`config.mk`:
```
export PLATFORM = sky130hd
export DESIGN_NAME = cpu_run_controller
export DESIGN_NICKNAME = d
export VERILOG_FILES = /design/src/rtl/cpu_run_controller.sv
export SDC_FILE = /design/constraint.sdc
export NUM_CORES = 1
export LEC_CHECK = 0
export ABC_AREA = 1
export ABC_CLOCK_PERIOD_IN_PS = 4600
export CAP_MARGIN = 10
export CORE_MARGIN = 4
export CORE_UTILIZATION = 46
export CTS_CLUSTER_SIZE = 8
export DETAILED_ROUTE_END_ITERATION = 6
export PLACE_DENSITY_LB_ADDON = 0.2
export SLEW_MARGIN = 20
export SYNTH_ARGS = -nofsm -noshare
export SYNTH_HDL_FRONTEND = slang
export SYNTH_SLANG_ARGS = --single-unit
```
`constraint.sdc`:
```
create_clock -name clock -period 4.6 [get_ports clock]
set_input_delay 0.46 -clock clock [delete_from_list [all_inputs] [get_ports clock]]
set_output_delay 0.46 -clock clock [all_outputs]
set_load 0.01 [all_outputs]
```
`src/rtl/cpu_run_controller.sv`:
```
// ---------------------------------------------------------------------------
// cpu_run_controller
//
// Bring-up and test sequencer for the single-cycle CPU core. The controller:
//   - holds the core in reset while a program is streamed into instruction
//     memory through a valid/ready load port,
//   - keeps the core in reset for RST_CYC more cycles once the load is done,
//   - then gates the core clock enable to run freely, single-step, or halt,
//   - detects the "j 0" halt idiom (HALT_INST) and counts the cycles in which
//     the core was enabled.
//
// Optional feature (macro CYCLE_LIMIT_EN):
//   A watchdog that forces HALTED when a free run reaches MAX_CYC enabled
//   cycles. After a trip, run and step commands are ignored until the next
//   load. Without the macro there is no limit and MAX_CYC is unused.
//
// Ports
//   clock       in   1       system clock, rising edge
//   resetn      in   1       synchronous reset, active-high
//   load_start  in   1       pulse: begin a program load (IDLE or HALTED)
//   ld_valid    in   1       load word valid
//   ld_ready    out  1       controller accepts a load word
//   ld_data     in   32      program word
//   ld_last     in   1       final word of the program
//   imem_we     out  1       instruction memory write enable
//   imem_addr   out  ADDR_W  instruction memory word address
//   imem_wdata  out  32      instruction memory write data
//   cmd_run     in   1       pulse: free-run the core
//   cmd_step    in   1       pulse: execute one instruction
//   cmd_halt    in   1       pulse: stop the core
//   cpu_pc      in   32      core PC (debug only, not used by the logic)
//   cpu_inst    in   32      instruction currently presented to the core
//   cpu_rst     out  1       core reset, active-high
//   cpu_ce      out  1       core clock enable
//   state_o     out  3       IDLE=0 LOAD=1 RSTCPU=2 HALTED=3 RUN=4 STEP=5
//   done        out  1       sticky: HALT_INST executed
//   load_err    out  1       sticky: memory filled before ld_last
//   cycles      out  CNT_W   enabled-cycle count since the last load
//
// All outputs are registered.
// ---------------------------------------------------------------------------
module cpu_run_controller #(
  parameter int          ADDR_W    = 5,
  parameter int          CNT_W     = 32,
  parameter int          RST_CYC   = 2,
  parameter logic [31:0] HALT_INST = 32'h0800_0000,
  parameter int          MAX_CYC   = 1000
) (
  input  logic              clock,
  input  logic              resetn,
  input  logic              load_start,
  input  logic              ld_valid,
  output logic              ld_ready,
  input  logic [31:0]       ld_data,
  input  logic              ld_last,
  output logic              imem_we,
  output logic [ADDR_W-1:0] imem_addr,
  output logic [31:0]       imem_wdata,
  input  logic              cmd_run,
  input  logic              cmd_step,
  input  logic              cmd_halt,
  input  logic [31:0]       cpu_pc,
  input  logic [31:0]       cpu_inst,
  output logic              cpu_rst,
  output logic              cpu_ce,
  output logic [2:0]        state_o,
  output logic              done,
  output logic              load_err,
  output logic [CNT_W-1:0]  cycles
);

  typedef enum logic [2:0] {
    S_IDLE   = 3'd0,
    S_LOAD   = 3'd1,
    S_RSTCPU = 3'd2,
    S_HALTED = 3'd3,
    S_RUN    = 3'd4,
    S_STEP   = 3'd5
  } state_t;

  // Counter for the post-load reset hold; counts 0 .. RST_CYC-1.
  localparam int RCW = (RST_CYC > 1) ? $clog2(RST_CYC) : 1;

  state_t              state, state_n;
  logic [ADDR_W-1:0]   ptr, ptr_n;
  logic [RCW-1:0]      rst_cnt, rst_cnt_n;
  logic                ld_ready_n;
  logic                imem_we_n;
  logic [ADDR_W-1:0]   imem_addr_n;
  logic [31:0]         imem_wdata_n;
  logic                cpu_rst_n;
  logic                cpu_ce_n;
  logic                done_n;
  logic                load_err_n;
  logic [CNT_W-1:0]    cycles_n;

  logic                handshake;
  logic                halt_hit;
  logic                cmd_ok;

  // The PC is only observed on a debugger; fold it away so it is not flagged.
  logic                pc_unused;
  assign pc_unused = ^cpu_pc;

`ifdef CYCLE_LIMIT_EN
  logic                wdog, wdog_n;
  assign cmd_ok = ~wdog;
`else
  logic [CNT_W-1:0]    max_cyc_unused;
  assign max_cyc_unused = CNT_W'(MAX_CYC);
  assign cmd_ok         = 1'b1;
`endif

  assign handshake = ld_valid & ld_ready;
  // cpu_ce is high exactly while the core executes, so this is "the
  // instruction executing this cycle is the halt idiom".
  assign halt_hit  = cpu_ce & (cpu_inst == HALT_INST);
  assign state_o   = state;

  // NOTE: every variable gets a default at the top so no path leaves one
  // unassigned, which would otherwise infer a latch.
  always_comb begin
    state_n      = state;
    ptr_n        = ptr;
    rst_cnt_n    = rst_cnt;
    imem_we_n    = 1'b0;
    imem_addr_n  = imem_addr;
    imem_wdata_n = imem_wdata;
    done_n       = done;
    load_err_n   = load_err;
    cycles_n     = cycles;
`ifdef CYCLE_LIMIT_EN
    wdog_n       = wdog;
`endif

    // Saturating count of enabled cycles.
    if (cpu_ce && (cycles != '1)) cycles_n = cycles + CNT_W'(1);

    unique case (state)
      S_IDLE: begin
        if (load_start) begin
          state_n    = S_LOAD;
          ptr_n      = '0;
          load_err_n = 1'b0;
        end
      end

      S_LOAD: begin
        if (handshake) begin
          imem_we_n    = 1'b1;
          imem_addr_n  = ptr;
          imem_wdata_n = ld_data;
          if (ld_last) begin
            state_n = S_RSTCPU;
          end else if (ptr == '1) begin
            // Last slot written without ld_last: stop, never wrap to 0.
            load_err_n = 1'b1;
            state_n    = S_RSTCPU;
          end else begin
            ptr_n = ptr + ADDR_W'(1);
          end
        end
      end

      S_RSTCPU: begin
        if (rst_cnt == RCW'(RST_CYC - 1)) state_n = S_HALTED;
        else                              rst_cnt_n = rst_cnt + RCW'(1);
      end

      S_HALTED: begin
        if (cmd_halt) begin
          state_n = S_HALTED;
        end else if (cmd_step && cmd_ok) begin
          state_n = S_STEP;
        end else if (cmd_run && cmd_ok) begin
          state_n = S_RUN;
        end else if (load_start) begin
          state_n    = S_LOAD;
          ptr_n      = '0;
          load_err_n = 1'b0;
`ifdef CYCLE_LIMIT_EN
          wdog_n     = 1'b0;
`endif
        end
      end

      S_RUN: begin
        if (halt_hit) begin
          done_n  = 1'b1;
          state_n = S_HALTED;
        end else if (cmd_halt) begin
          state_n = S_HALTED;
`ifdef CYCLE_LIMIT_EN
        end else if (cycles_n == CNT_W'(MAX_CYC)) begin
          // Stop so that exactly MAX_CYC enabled cycles have elapsed.
          wdog_n  = 1'b1;
          state_n = S_HALTED;
`endif
        end
      end

      S_STEP: begin
        // The single step always completes, even with cmd_halt present.
        if (halt_hit) done_n = 1'b1;
        state_n = S_HALTED;
      end

      default: state_n = S_IDLE;
    endcase

    // Entering the post-load reset starts a fresh execution record.
    if ((state_n == S_RSTCPU) && (state != S_RSTCPU)) begin
      rst_cnt_n = '0;
      cycles_n  = '0;
      done_n    = 1'b0;
    end

    // Registered outputs follow the state being entered.
    ld_ready_n = (state_n == S_LOAD);
    cpu_rst_n  = (state_n == S_IDLE) || (state_n == S_LOAD) || (state_n == S_RSTCPU);
    cpu_ce_n   = (state_n == S_RUN)  || (state_n == S_STEP);
  end

  // NOTE: sequential state uses non-blocking assignments so every register
  // samples pre-edge values regardless of statement order.
  always_ff @(posedge clock) begin
    if (resetn) begin
      state      <= S_IDLE;
      ptr        <= '0;
      rst_cnt    <= '0;
      ld_ready   <= 1'b0;
      imem_we    <= 1'b0;
      imem_addr  <= '0;
      imem_wdata <= '0;
      cpu_rst    <= 1'b1;
      cpu_ce     <= 1'b0;
      done       <= 1'b0;
      load_err   <= 1'b0;
      cycles     <= '0;
`ifdef CYCLE_LIMIT_EN
      wdog       <= 1'b0;
`endif
    end else begin
      state      <= state_n;
      ptr        <= ptr_n;
      rst_cnt    <= rst_cnt_n;
      ld_ready   <= ld_ready_n;
      imem_we    <= imem_we_n;
      imem_addr  <= imem_addr_n;
      imem_wdata <= imem_wdata_n;
      cpu_rst    <= cpu_rst_n;
      cpu_ce     <= cpu_ce_n;
      done       <= done_n;
      load_err   <= load_err_n;
      cycles     <= cycles_n;
`ifdef CYCLE_LIMIT_EN
      wdog       <= wdog_n;
`endif
    end
  end

endmodule
```
; ---- Word level (Yosys, flattened, before mapping)
; Index checks and enable logic that the tools add are counted.
[totals]
elab_cells = 82
reg_bits = 84
output_inout_bits = 78
[classes]
add_sub_neg = 3
n_eq_ne = 20
n_reduce_logical = 15
bitwise = 3
n_mux = 29
[op_table]
columns = cell, count
row1 = $mux W5, 7
row2 = $add A32 B1 Y32 const B, 1
row3 = $eq A32 B28 Y1 const B, 1
row4 = $ne A32 B32 Y1 const B, 1
row5 = $mux W3, 10
row6 = $pmux W3 S6, 1
row7 = $pmux W5 S3, 1
row8 = $ne A2 B2 Y1 const B, 7
row9 = $reduce_and A7 Y1, 2
row10 = $eq A3 B3 Y1 const B, 4
row11 = $eq A3 B2 Y1 const B, 3
row12 = $mux W1, 9
row13 = $eq A3 B1 Y1 const B, 2
row14 = $logic_not A3 Y1, 2
row15 = $reduce_or A2 Y1, 3
row16 = $add A5 B1 Y5 const B, 1
row17 = $eq A5 B5 Y1 const B, 1
row18 = $reduce_and A2 Y1, 2
row19 = $logic_or A1 B1 Y1, 3
row20 = $ne A3 B2 Y1 const B, 1
row21 = $pmux W1 S3, 1
row22 = $reduce_bool A3 Y1, 1
row23 = $and A1 B1 Y1, 2
row24 = $logic_and A1 B1 Y1, 2
row25 = other kinds (2), 2

; ---- Logic depth before layout (Yosys ltp)
; Gate-level depths: netlist (run 1).
[depth]
word_depth = 8
mapped_depth = 12

; ---- Worst setup path after synthesis (run 1)
; OpenSTA, ideal clock, no wires.
[synth_timing]
path_type = register to register
start = register cycles[0]
end = register cycles[11]
setup_slack_ps = 2799
t_arrival_ps = 1662
t_required_ps = 4461
path_stages_with_launch = 13
path_cell_list = dfxtp_1 ha_1 nand2_2 nor2_4 nand2_2 nor2_4 nand2_1 nand2_4 inv_2 buf_6 buf_6 nand2_2 a21oi_2
[synth_between]
elab_chain_cells = 2
elab_cells_between_ends = 3
classes_between = add/sub (1) / eq/ne (1) / reduce/logical (1)
[synth_rtl]
columns = element, line_no
row1 = start: declaration, 69  ; output logic [CNT_W-1:0] cycles
row2 = start signal: assignment, 255  ; cycles <= cycles_n;
row3 = branches (longest 2 deep; another with $add A32 B1 Y32), n/a
; Several ways; the timed one is not identified.
; A chain may end at the register's enable or synchronous reset.

; ---- Final worst setup path (run 1)
[layout_timing]
start = register ptr[0]
end = register cycles[2]
[layout_between]
elab_chain_cells = 8
[layout_rtl]
columns = element, line_no
row1 = start: declaration, 85  ; logic [ADDR_W-1:0] ptr, ptr_n;
row2 = start signal: assignment, 245  ; ptr <= ptr_n;
row3 = $eq A5 B5 Y1, 155  ; end else if (ptr == '1) begin
row4 = $mux W3, 155
row5 = $mux W3, 153  ; if (ld_last) begin
row6 = $mux W3, 149  ; if (handshake) begin
row7 = $pmux W3 S6, 139  ; unique case (state)
row8 = $eq A3 B2 Y1, 212  ; if ((state_n == S_RSTCPU) && (state != S_RSTCPU)) begin
row9 = $logic_and A1 B1 Y1, 212
row10 = $reduce_or A2 Y1 (no source line), n/a
; No other way between the ends.

==> results of run 1 <==
[cell families (layout without fill, tap and decap cells)]
kind of cell,count (synthesis),count (layout),synth area share [%]
flops,84,84,40.40
compound gates,98,98,12.80
simple gates,354,354,35.92
fa+ha+maj,3,3,0.9018
xor+xnor,18,18,3.787
buf+inv,61,206,6.192
[metrics by stage]
stage	power, mW	hold WS, ns	area [um^2]
floorplan	0.8281	0.4319	4163
global placement	0.9271	0.4463	5692
detailed placement	0.9312	0.4501	5692
CTS	1.513	0.4624	5914
global route	1.565	0.4859	5914
finish	1.502	0.4594	5914
[synth_stat cells (all sizes together), types with 2 or more instances]
cell type	n	area [um^2]
nand3	27	140.1
clkbuf	12	45.04
xnor2	3	26.28
or2	3	18.77
nand4	4	25.02
nor3	14	80.08
buf	9	62.56
a21oi	42	240.2
a21boi	2	15.01
inv	39	146.4
o21ai	51	255.3
ha	3	37.54
xor2	15	131.4
dfxtp	84	1682
nor2	144	560.5
nand3b	5	37.54
nand2	155	619.3
[layer usage]
layer | global-route usage (%) | vias to the layer above | wire (um)
li1 | - | 2251 | -
met1 | 25.50 | 1978 | 4534
met2 | 38.73 | 139 | 5811
met3 | 8.119 | 24 | 1023
met4 | 9.263 | 0 | 268
met5 | 0 | - | 0
[power groups by stage]
stage	Sequential (mW)	Combinational, mW	Clock [mW]
after floorplan	0.775	0.0533	0
after global placement	0.768	0.159	0
after detailed placement	0.769	0.162	0
after CTS	0.753	0.163	0.598
after global routing	0.755	0.178	0.632
final	0.752	0.162	0.588
[registers in the layout (all words and copies together) (netlist names)]
signal and count:
cpu_rst 1, rst_cnt 1, load_err 1, cpu_ce 1, done 1, imem_wdata 32, cycles 32, ptr 5
state_o 3, imem_addr 5, imem_we 1, ld_ready 1
[placed cells by master (no fill, tap or decap), drive strengths merged]
| cell | instances |
|---|---|
| a21boi | 2 |
| a21oi | 42 |
| a31oi | 1 |
| and3 | 1 |
| buf | 1 |
| bufinv | 2 |
| clkbuf | 9 |
| clkdlybuf4s50 | 149 |
| clkinv | 4 |
| clkinvlp | 1 |
| dfxtp | 84 |
| ha | 3 |
| inv | 40 |
| nand2 | 155 |
| nand3 | 27 |
| nand3b | 5 |
| nand4 | 4 |
| nor2 | 144 |
| nor3 | 14 |
| nor3b | 1 |
| o2111ai | 1 |
| o21ai | 51 |
| o21bai | 1 |
| or2 | 3 |
| xnor2 | 3 |
| xor2 | 15 |
[final cells by class]
type	count	share of cell area, %
sequential	84	28.43
inverter	40	2.539
clock buffer	9	2.094
tap	108	2.285
multi-input combinational	473	37.63
timing repair buffer	150	25.34
clock inverter	7	1.671
[path summary, 6_finish.rpt]
check               start   endpoint  slack [ns]  depth (start not counted)
setup / recovery   ptr[0]  cycles[2]        1.84                          9
hold / removal    rst_cnt    rst_cnt        0.46                          2
setup reg to reg   ptr[0]  cycles[2]        1.84                          9
hold reg to reg   rst_cnt    rst_cnt        0.46                          2
[critical path: cells and delay by family, from the launching register on]
| family | cells | cell delay [ns] |
|---|---|---|
| fa+ha+maj | 2 | 0.44 |
| simple gates | 3 | 0.25 |
| compound gates | 2 | 0.70 |
| flops | 1 | 0.35 |
| buf+inv | 2 | 0.90 |
==> results.py, run 1 <==
metrics = {
    "pwr": {
        "combPwrFrac_pct": 10.8,
        "switching_power_uw": 357.7,
        "clockPowerShare_pct": 39.2,
        "switching_share_pct": 23.81,
        "peakVddDrop_mv": 0.1788,
        "p_int_mw": 1.145,
        "leakagePower_nw": 2.241,
        "seqPwrFrac_pct": 50.1,
        "power.density_nw_per_um2": 254.0,
    },
    "die": {
        "die_x_um": 103.1,
        "dieArea_um2": 10640,
        "core_um2": 8763,
        "ioPinCount": 182,
        "initial_utilization_pct": 47.50,
        "dieHeight_um": 103.1,
        "row_count": 34,
    },
    "grt": {
        "grt.total_usage_pct": 22.62,
        "grt_max_degree": 42,
        "grt_pass1_vias": 4279,
        "antenna_found_initial": 0,
        "grt_overflow": 0,
        "grt_pass1_wl_um": 19240,
    },
    "hold_path": {
        "hold_class": "reg2reg",
    },
    "clock_tree": {
        "clk_latency_ns": 0.36,
        "post_cts_buffers": 0,
        "root_buffer": "clkbuf_8",
        "hold_buffers": 0,
        "clockBufferDepth": 2,
        "cts_resized": 0,
        "cts_tree": "built",
        "cts_made_buffers": 9,
        "h-tree-depth": 3,
        "clkSinkCount": 84,
        "clkTransAtPathRegs_ns": 0.09,
    },
    "placement": {
        "place.port_buffers": 149,
        "dp_slack_ns": 1.905,
        "gp_congestion": 0.8768,
        "dp_cells": 855,
        "hpwl_um": 8729,
    },
    "logic_synthesis": {
        "synthCells": 618,
        "synth_seq_cells": 84,
        "ys_seq_area_share_pct": 40.40,
        "yosysWarnings": 0,
        "syn_area_um2": 4163,
        "synth_async_sr_flop_share_pct": 0,
        "synth_edf_count": 0,
        "ys.flop_type": "dfxtp_1",
        "synth.avg_cell_area_um2": 6.736,
        "synth.distinct_cells": 35,
        "syn-num-nets": 725,
    },
    "cells_and_area": {
        "final-seq-area_um2": 1682,
        "utilization_pct": 67.49,
        "instances_no_fill": 871,
        "nets": 865,
        "diodes": 0,
        "fillCellCount": 757,
        "multi_input_area_um2": 2226,
        "drive_gt1_share_pct": 7.602,
        "synthToLayoutAreaGrowth_pct": 42.08,
    },
    "timing": {
        "fin_skew_ns": 0.01105,
        "maxSlewHeadroom_pct": 27.93,
        "finalHoldViolations": 0,
        "setup-violations-final": 0,
        "clock.fmax_mhz": 361.7,
        "rsz0062_at_grt": "no",
        "finalCritPeriodShare_pct": 60.10,
        "final.min_clock_period_ns": 2.765,
        "finalWorstSetupSlack_ns": 1.835,
        "tightestPinTransition_ns": 1.074,
        "finalMaxSlewViolations": 0,
        "fin_tns_setup_ns": 0,
    },
    "routing": {
        "firstDrtPassIters": 5,
        "drc": 0,
        "wirelength_um": 11640,
        "initialDrtViolationCount": 202,
        "vias": 4392,
        "via_per_inst": 5.042,
        "wl_per_cell_um": 13.36,
        "ant_nets": 0,
    },
    "run_status": {
        "status": "complete, no violations",
    },
    "run": {
        "drv_cap": 0,
    },
    "setup_path": {
        "path_cells": "ha_1, inv_1, nor2_1, ha_1, o21ai_0, nor2_1, nor2_1, clkinv_1, a21oi_1",
        "critPathArrivalTime_ns": 3.01,
        "slowest_delay_ns": 0.84,
        "required_ns": 4.85,
        "crit_type": "reg2reg",
        "crit_path_end_kind": "flop",
        "slowest_stage": "clkinv_1",
        "cp_max_fo": 34,
        "crit_top_cell": "nor2_1",
        "startpoint_type": "flop",
    },
}
(Power assumes the default switching activity.)
==> inputs of run 2 (changes only) <==
- ABC_CLOCK_PERIOD_IN_PS: 4600 -> 2750
- CORE_UTILIZATION: 46 -> 43
- clock period: 4.6 -> 2.75 ns (I/O delays scaled with it)
==> run 2 against run 1 <==
Critical endpoint is now cycles[25]. Final area increased by 0.68%. Clock power increased by 57%. Sequential share of layout area fell by 0.19 points. Critical path type unchanged. Cell count is 2.9% higher. Combinational power is 69% higher.
==> results.py, run 2 (synthesized netlist as in run 1, its figures left out) <==
metrics = {
    "routing": {
        "via_per_inst": 4.927,
        "wl_per_cell_um": 13.21,
        "initialDrtViolationCount": 193,
        "firstDrtPassIters": 4,
        "vias": 4415,
        "drc": 0,
        "ant_nets": 0,
        "wirelength_um": 11840,
    },
    "placement": {
        "place.port_buffers": 149,
        "dp_cells": 880,
        "hpwl_um": 8956,
        "gp_congestion": 0.8715,
    },
    "cells_and_area": {
        "instances_no_fill": 896,
        "diodes": 0,
        "drive_gt1_share_pct": 8.083,
        "layout_commonest_cell": "clkdlybuf4s50_1",
        "top_regs": "cycles: 32 flops, imem_wdata: 32 flops",
        "synthToLayoutAreaGrowth_pct": 43.04,
        "utilization_pct": 63.84,
        "final_cell_mix": "clkdlybuf4s50_1, nand2_1, nor2_1",
        "nets": 869,
    },
    "clock_tree": {
        "cts_made_buffers": 9,
        "clkTransAtPathRegs_ns": 0.10,
        "h-tree-depth": 3,
        "post_cts_buffers": 0,
        "clk_latency_ns": 0.36,
        "cts_resized": 0,
        "cts_tree": "built",
        "root_buffer": "clkbuf_8",
        "clockBufferDepth": 2,
        "hold_buffers": 0,
        "clkSinkCount": 84,
    },
    "grt": {
        "grt.total_usage_pct": 20.67,
        "grt_pass1_vias": 4217,
        "grt_overflow": 0,
        "grt_pass1_wl_um": 19060,
        "antenna_found_initial": 0,
        "grt_max_degree": 38,
    },
    "die": {
        "ioPinCount": 182,
        "die_x_um": 106.4,
        "dieArea_um2": 11320,
        "dieHeight_um": 106.4,
        "row_count": 35,
        "initial_utilization_pct": 44.63,
        "core_um2": 9328,
    },
    "pwr": {
        "peakVddDrop_mv": 0.3863,
        "leakagePower_nw": 2.252,
        "seqPwrFrac_pct": 51.2,
        "p_int_mw": 1.834,
        "switching_share_pct": 25.39,
        "power.density_nw_per_um2": 412.8,
        "clockPowerShare_pct": 37.6,
        "power.total_mw": 2.458,
        "combPwrFrac_pct": 11.2,
        "switching_power_uw": 624.1,
    },
    "timing": {
        "finalMaxSlewViolations": 0,
        "final.min_clock_period_ns": 2.120,
        "clock.fmax_mhz": 471.6,
        "rsz0062_at_grt": "no",
        "setup-violations-final": 0,
        "fin_tns_setup_ns": 0,
        "tightestPinTransition_ns": 0.6573,
        "maxSlewHeadroom_pct": 56.12,
        "finalCritPeriodShare_pct": 77.10,
        "fin_skew_ns": 0.01081,
        "finalHoldViolations": 0,
    },
    "setup_path": {
        "startpoint_type": "flop",
        "crit_path_end_kind": "flop",
        "r2r-end": "cycles[25]",
        "worst-r2r-setup-slack_ns": 0.63,
        "rr_worst_depth": 10,
        "critPathArrivalTime_ns": 2.34,
        "crit_type": "reg2reg",
        "rr_startpoint": "cycles[0]",
        "cp_max_fo": 29,
        "required_ns": 2.97,
    },
    "run": {
        "drv_cap": 0,
    },
    "run_status": {
        "status": "complete, no violations",
    },
    "hold_path": {
        "hold_end": "rst_cnt",
        "min_from": "rst_cnt",
        "worstHoldPathCells": 2,
        "hold_class": "reg2reg",
    },
}
-- run 2: area by class of cell --
cell class | count | area (um^2)
Timing Repair Buffer | 154 | 1529
Sequential cell | 84 | 1682
Inverter | 40 | 150.1
Clock buffer | 9 | 123.9
Clock inverter | 7 | 82.58
Multi-Input combinational cell | 473 | 2226
Tap cell | 129 | 161.4
Fill cell | 835 | 3373
-- run 2: per-stage QoR --
| step | hold WS [ns] | setup WS (ns) | instance area [um^2] |
|---|---|---|---|
| 2_1_floorplan | 0.4099 | 0.9491 | 4163 |
| 3_3_place_gp | 0.4451 | 0.6938 | 5748 |
| 3_5_place_dp | 0.4522 | 0.6441 | 5748 |
| 4_1_cts | 0.4668 | 0.6190 | 5954 |
| 5_1_grt | 0.4857 | 0.3981 | 5954 |
| 6_report | 0.4678 | 0.6296 | 5954 |
-- run 2: worst max path at each step --
stage / to / slack [ns] / start / cells past startpoint
after floorplan: cycles[11] / 0.95 / cycles[0] / 12
final: cycles[25] / 0.63 / cycles[0] / 10
after global placement: cycles[25] / 0.69 / cycles[0] / 10
after global routing: cycles[25] / 0.40 / cycles[0] / 10
after CTS: cycles[21] / 0.62 / cycles[0] / 10
after detailed placement: cycles[21] / 0.64 / cycles[0] / 10
-- run 2: metal layers --
layer  vias up  global-route usage [%]  routed length [um]
met5         -                       0                   0
met4         0                   6.660                 192
met3        16                   9.350                1178
met2       142                   34.39                5638
met1      1988                   23.62                4829
li1       2269                       -                   -
-- run 2: power by group through the flow --
stage | logic (mW) | registers (mW) | clock network, mW
floorplan | 0.0891 | 1.30 | 0
global placement | 0.270 | 1.29 | 0
detailed placement | 0.274 | 1.29 | 0
CTS | 0.276 | 1.26 | 0.945
global route | 0.299 | 1.26 | 1.00
finish | 0.274 | 1.26 | 0.925
-- run 2: worst max-delay path, cell delays in order, from the launching register on --
cell and delay [ns]:
dfxtp_1 0.40, ha_1 0.29, nand2_2 0.09, nor2_4 0.16
nand2_2 0.11, nor2_4 0.13, nand2_1 0.09, nand2_4 0.19
inv_2 0.28, o21ai_0 0.16, a21oi_1 0.08
==> inputs of run 3 (changes only) <==
- ABC_CLOCK_PERIOD_IN_PS: 2750 -> 1850
- CORE_UTILIZATION: 43 -> 38
- clock period: 2.75 -> 1.85 ns (I/O delays scaled with it)
==> run 3 against run 2 <==
Highest routed layer unchanged. Wire length rose by 6.9%. Flip-flop and latch count is the same. Register-to-register slack worse by 0.50 ns. Global-route usage is 0.97 points lower. Worst hold slack got worse by 0.071 ns. Final area rose by 4.3%. First-iteration DRC count increased by 17%. Via count is 2.3% higher.
==> results.py, run 3 (synthesized netlist as in run 1, its figures left out) <==
metrics = {
    "routing": {
        "via_per_inst": 4.850,
        "firstDrtPassIters": 4,
        "wl_per_cell_um": 13.59,
        "initialDrtViolationCount": 225,
        "vias": 4515,
        "wirelength_um": 12650,
        "drc": 0,
        "ant_nets": 0,
    },
    "run": {
        "drv_cap": 0,
    },
    "timing": {
        "whs_ns": 0.3964,
        "finalMaxSlewViolations": 0,
        "fin_skew_ns": 0.009606,
        "setup-violations-final": 0,
        "finalCritPeriodShare_pct": 93.00,
        "maxSlewHeadroom_pct": 58.24,
        "rsz0062_at_grt": "yes",
        "clock.fmax_mhz": 581.2,
        "tightestPinTransition_ns": 0.6255,
        "final.min_clock_period_ns": 1.720,
        "finalHoldViolations": 0,
    },
    "setup_path": {
        "cp_max_fo": 23,
        "startpoint_type": "flop",
        "required_ns": 2.15,
        "crit_type": "reg2reg",
        "crit_path_end_kind": "flop",
        "critPathArrivalTime_ns": 2.02,
    },
    "clock_tree": {
        "cts_resized": 0,
        "clk_latency_ns": 0.36,
        "cts_tree": "built",
        "root_buffer": "clkbuf_8",
        "clockBufferDepth": 2,
        "cts_made_buffers": 9,
        "post_cts_buffers": 0,
        "h-tree-depth": 3,
        "hold_buffers": 0,
        "clkSinkCount": 84,
        "clkTransAtPathRegs_ns": 0.09,
    },
    "pwr": {
        "power.density_nw_per_um2": 583.2,
        "leakagePower_nw": 2.404,
        "peakVddDrop_mv": 0.3695,
    },
    "cells_and_area": {
        "layout_commonest_cell": "clkdlybuf4s50_1",
        "diodes": 0,
        "synthToLayoutAreaGrowth_pct": 49.17,
        "drive_gt1_share_pct": 12.45,
        "nets": 898,
        "fillCellCount": 955,
        "utilization_pct": 59.09,
        "final_cell_mix": "clkdlybuf4s50_1, nand2_1, nor2_1",
        "top_regs": "cycles: 32 flops, imem_wdata: 32 flops",
        "final_cell_area_um2": 6210,
        "instances_no_fill": 931,
    },
    "grt": {
        "grt.total_usage_pct": 19.71,
        "grt_max_degree": 38,
        "grt_pass1_vias": 4422,
        "grt_overflow": 0,
        "grt_pass1_wl_um": 20720,
        "antenna_found_initial": 0,
    },
    "placement": {
        "gp_congestion": 0.9823,
        "hpwl_um": 9535,
        "place_area_um2": 5987,
        "place.port_buffers": 149,
        "dp_cells": 916,
    },
    "die": {
        "row_count": 37,
        "dieArea_um2": 12690,
        "dieHeight_um": 112.7,
        "ioPinCount": 182,
        "die_x_um": 112.7,
        "initial_utilization_pct": 39.61,
        "core_um2": 10510,
    },
    "run_status": {
        "status": "complete, no violations",
    },
    "hold_path": {
        "hold_class": "in2reg",
    },
}
## run 3: cell type report
cell class	instances	area, um^2	area share [%]
clock buffers	10	127.6	2.055
clock inverters	5	62.56	1.007
inverters	40	152.6	2.458
multi-input cells	473	2248	36.21
flip-flops and latches	84	1685	27.14
well taps	136	170.2	2.740
repair buffers	183	1763	28.39
## run 3: final timing paths
kind | from | end | slack (ns) | cells past startpoint
hold / removal | ld_data[10] | imem_wdata[10] | 0.40 | 3
hold reg to reg | load_err | load_err | 0.47 | 2
setup reg to reg | cycles[31] | cycles[13] | 0.13 | 9
setup / recovery | cycles[31] | cycles[13] | 0.13 | 9
## run 3: per-layer routing
metal	part of all wire, %	track usage, %	vias up
li1	-	-	2324
met1	41	22.36	2037
met2	49	34.20	134
met3	7.7	7.332	20
met4	2.0	6.250	0
met5	0	0	-
## run 3: critical path, cell delays in order, from the launching register on
cell     delay, ns
dfxtp_1       0.38
inv_1         0.08
nor3_1        0.33
nand2_1       0.09
nor2_1        0.13
nand2_1       0.10
nand2_4       0.09
buf_6         0.21
nand2_1       0.09
a21oi_2       0.15
## run 3: stage by stage
stage                     setup slack [ns]  total power, mW  TNS [ns]
after global placement             0.05993            2.321         0
after detailed placement           0.04109            2.333         0
final                               0.1296            3.622         0
after CTS                         0.003363            3.666         0
after global routing              -0.03284            3.773  -0.08398
after floorplan                    0.04915            2.059         0
## run 3: power by group
part	total, mW	internal, mW	switching, mW
sequential	1.87	1.85	0.0238
combinational	0.428	0.245	0.184
clock	1.32	0.624	0.699
total	3.62	2.72	0.906
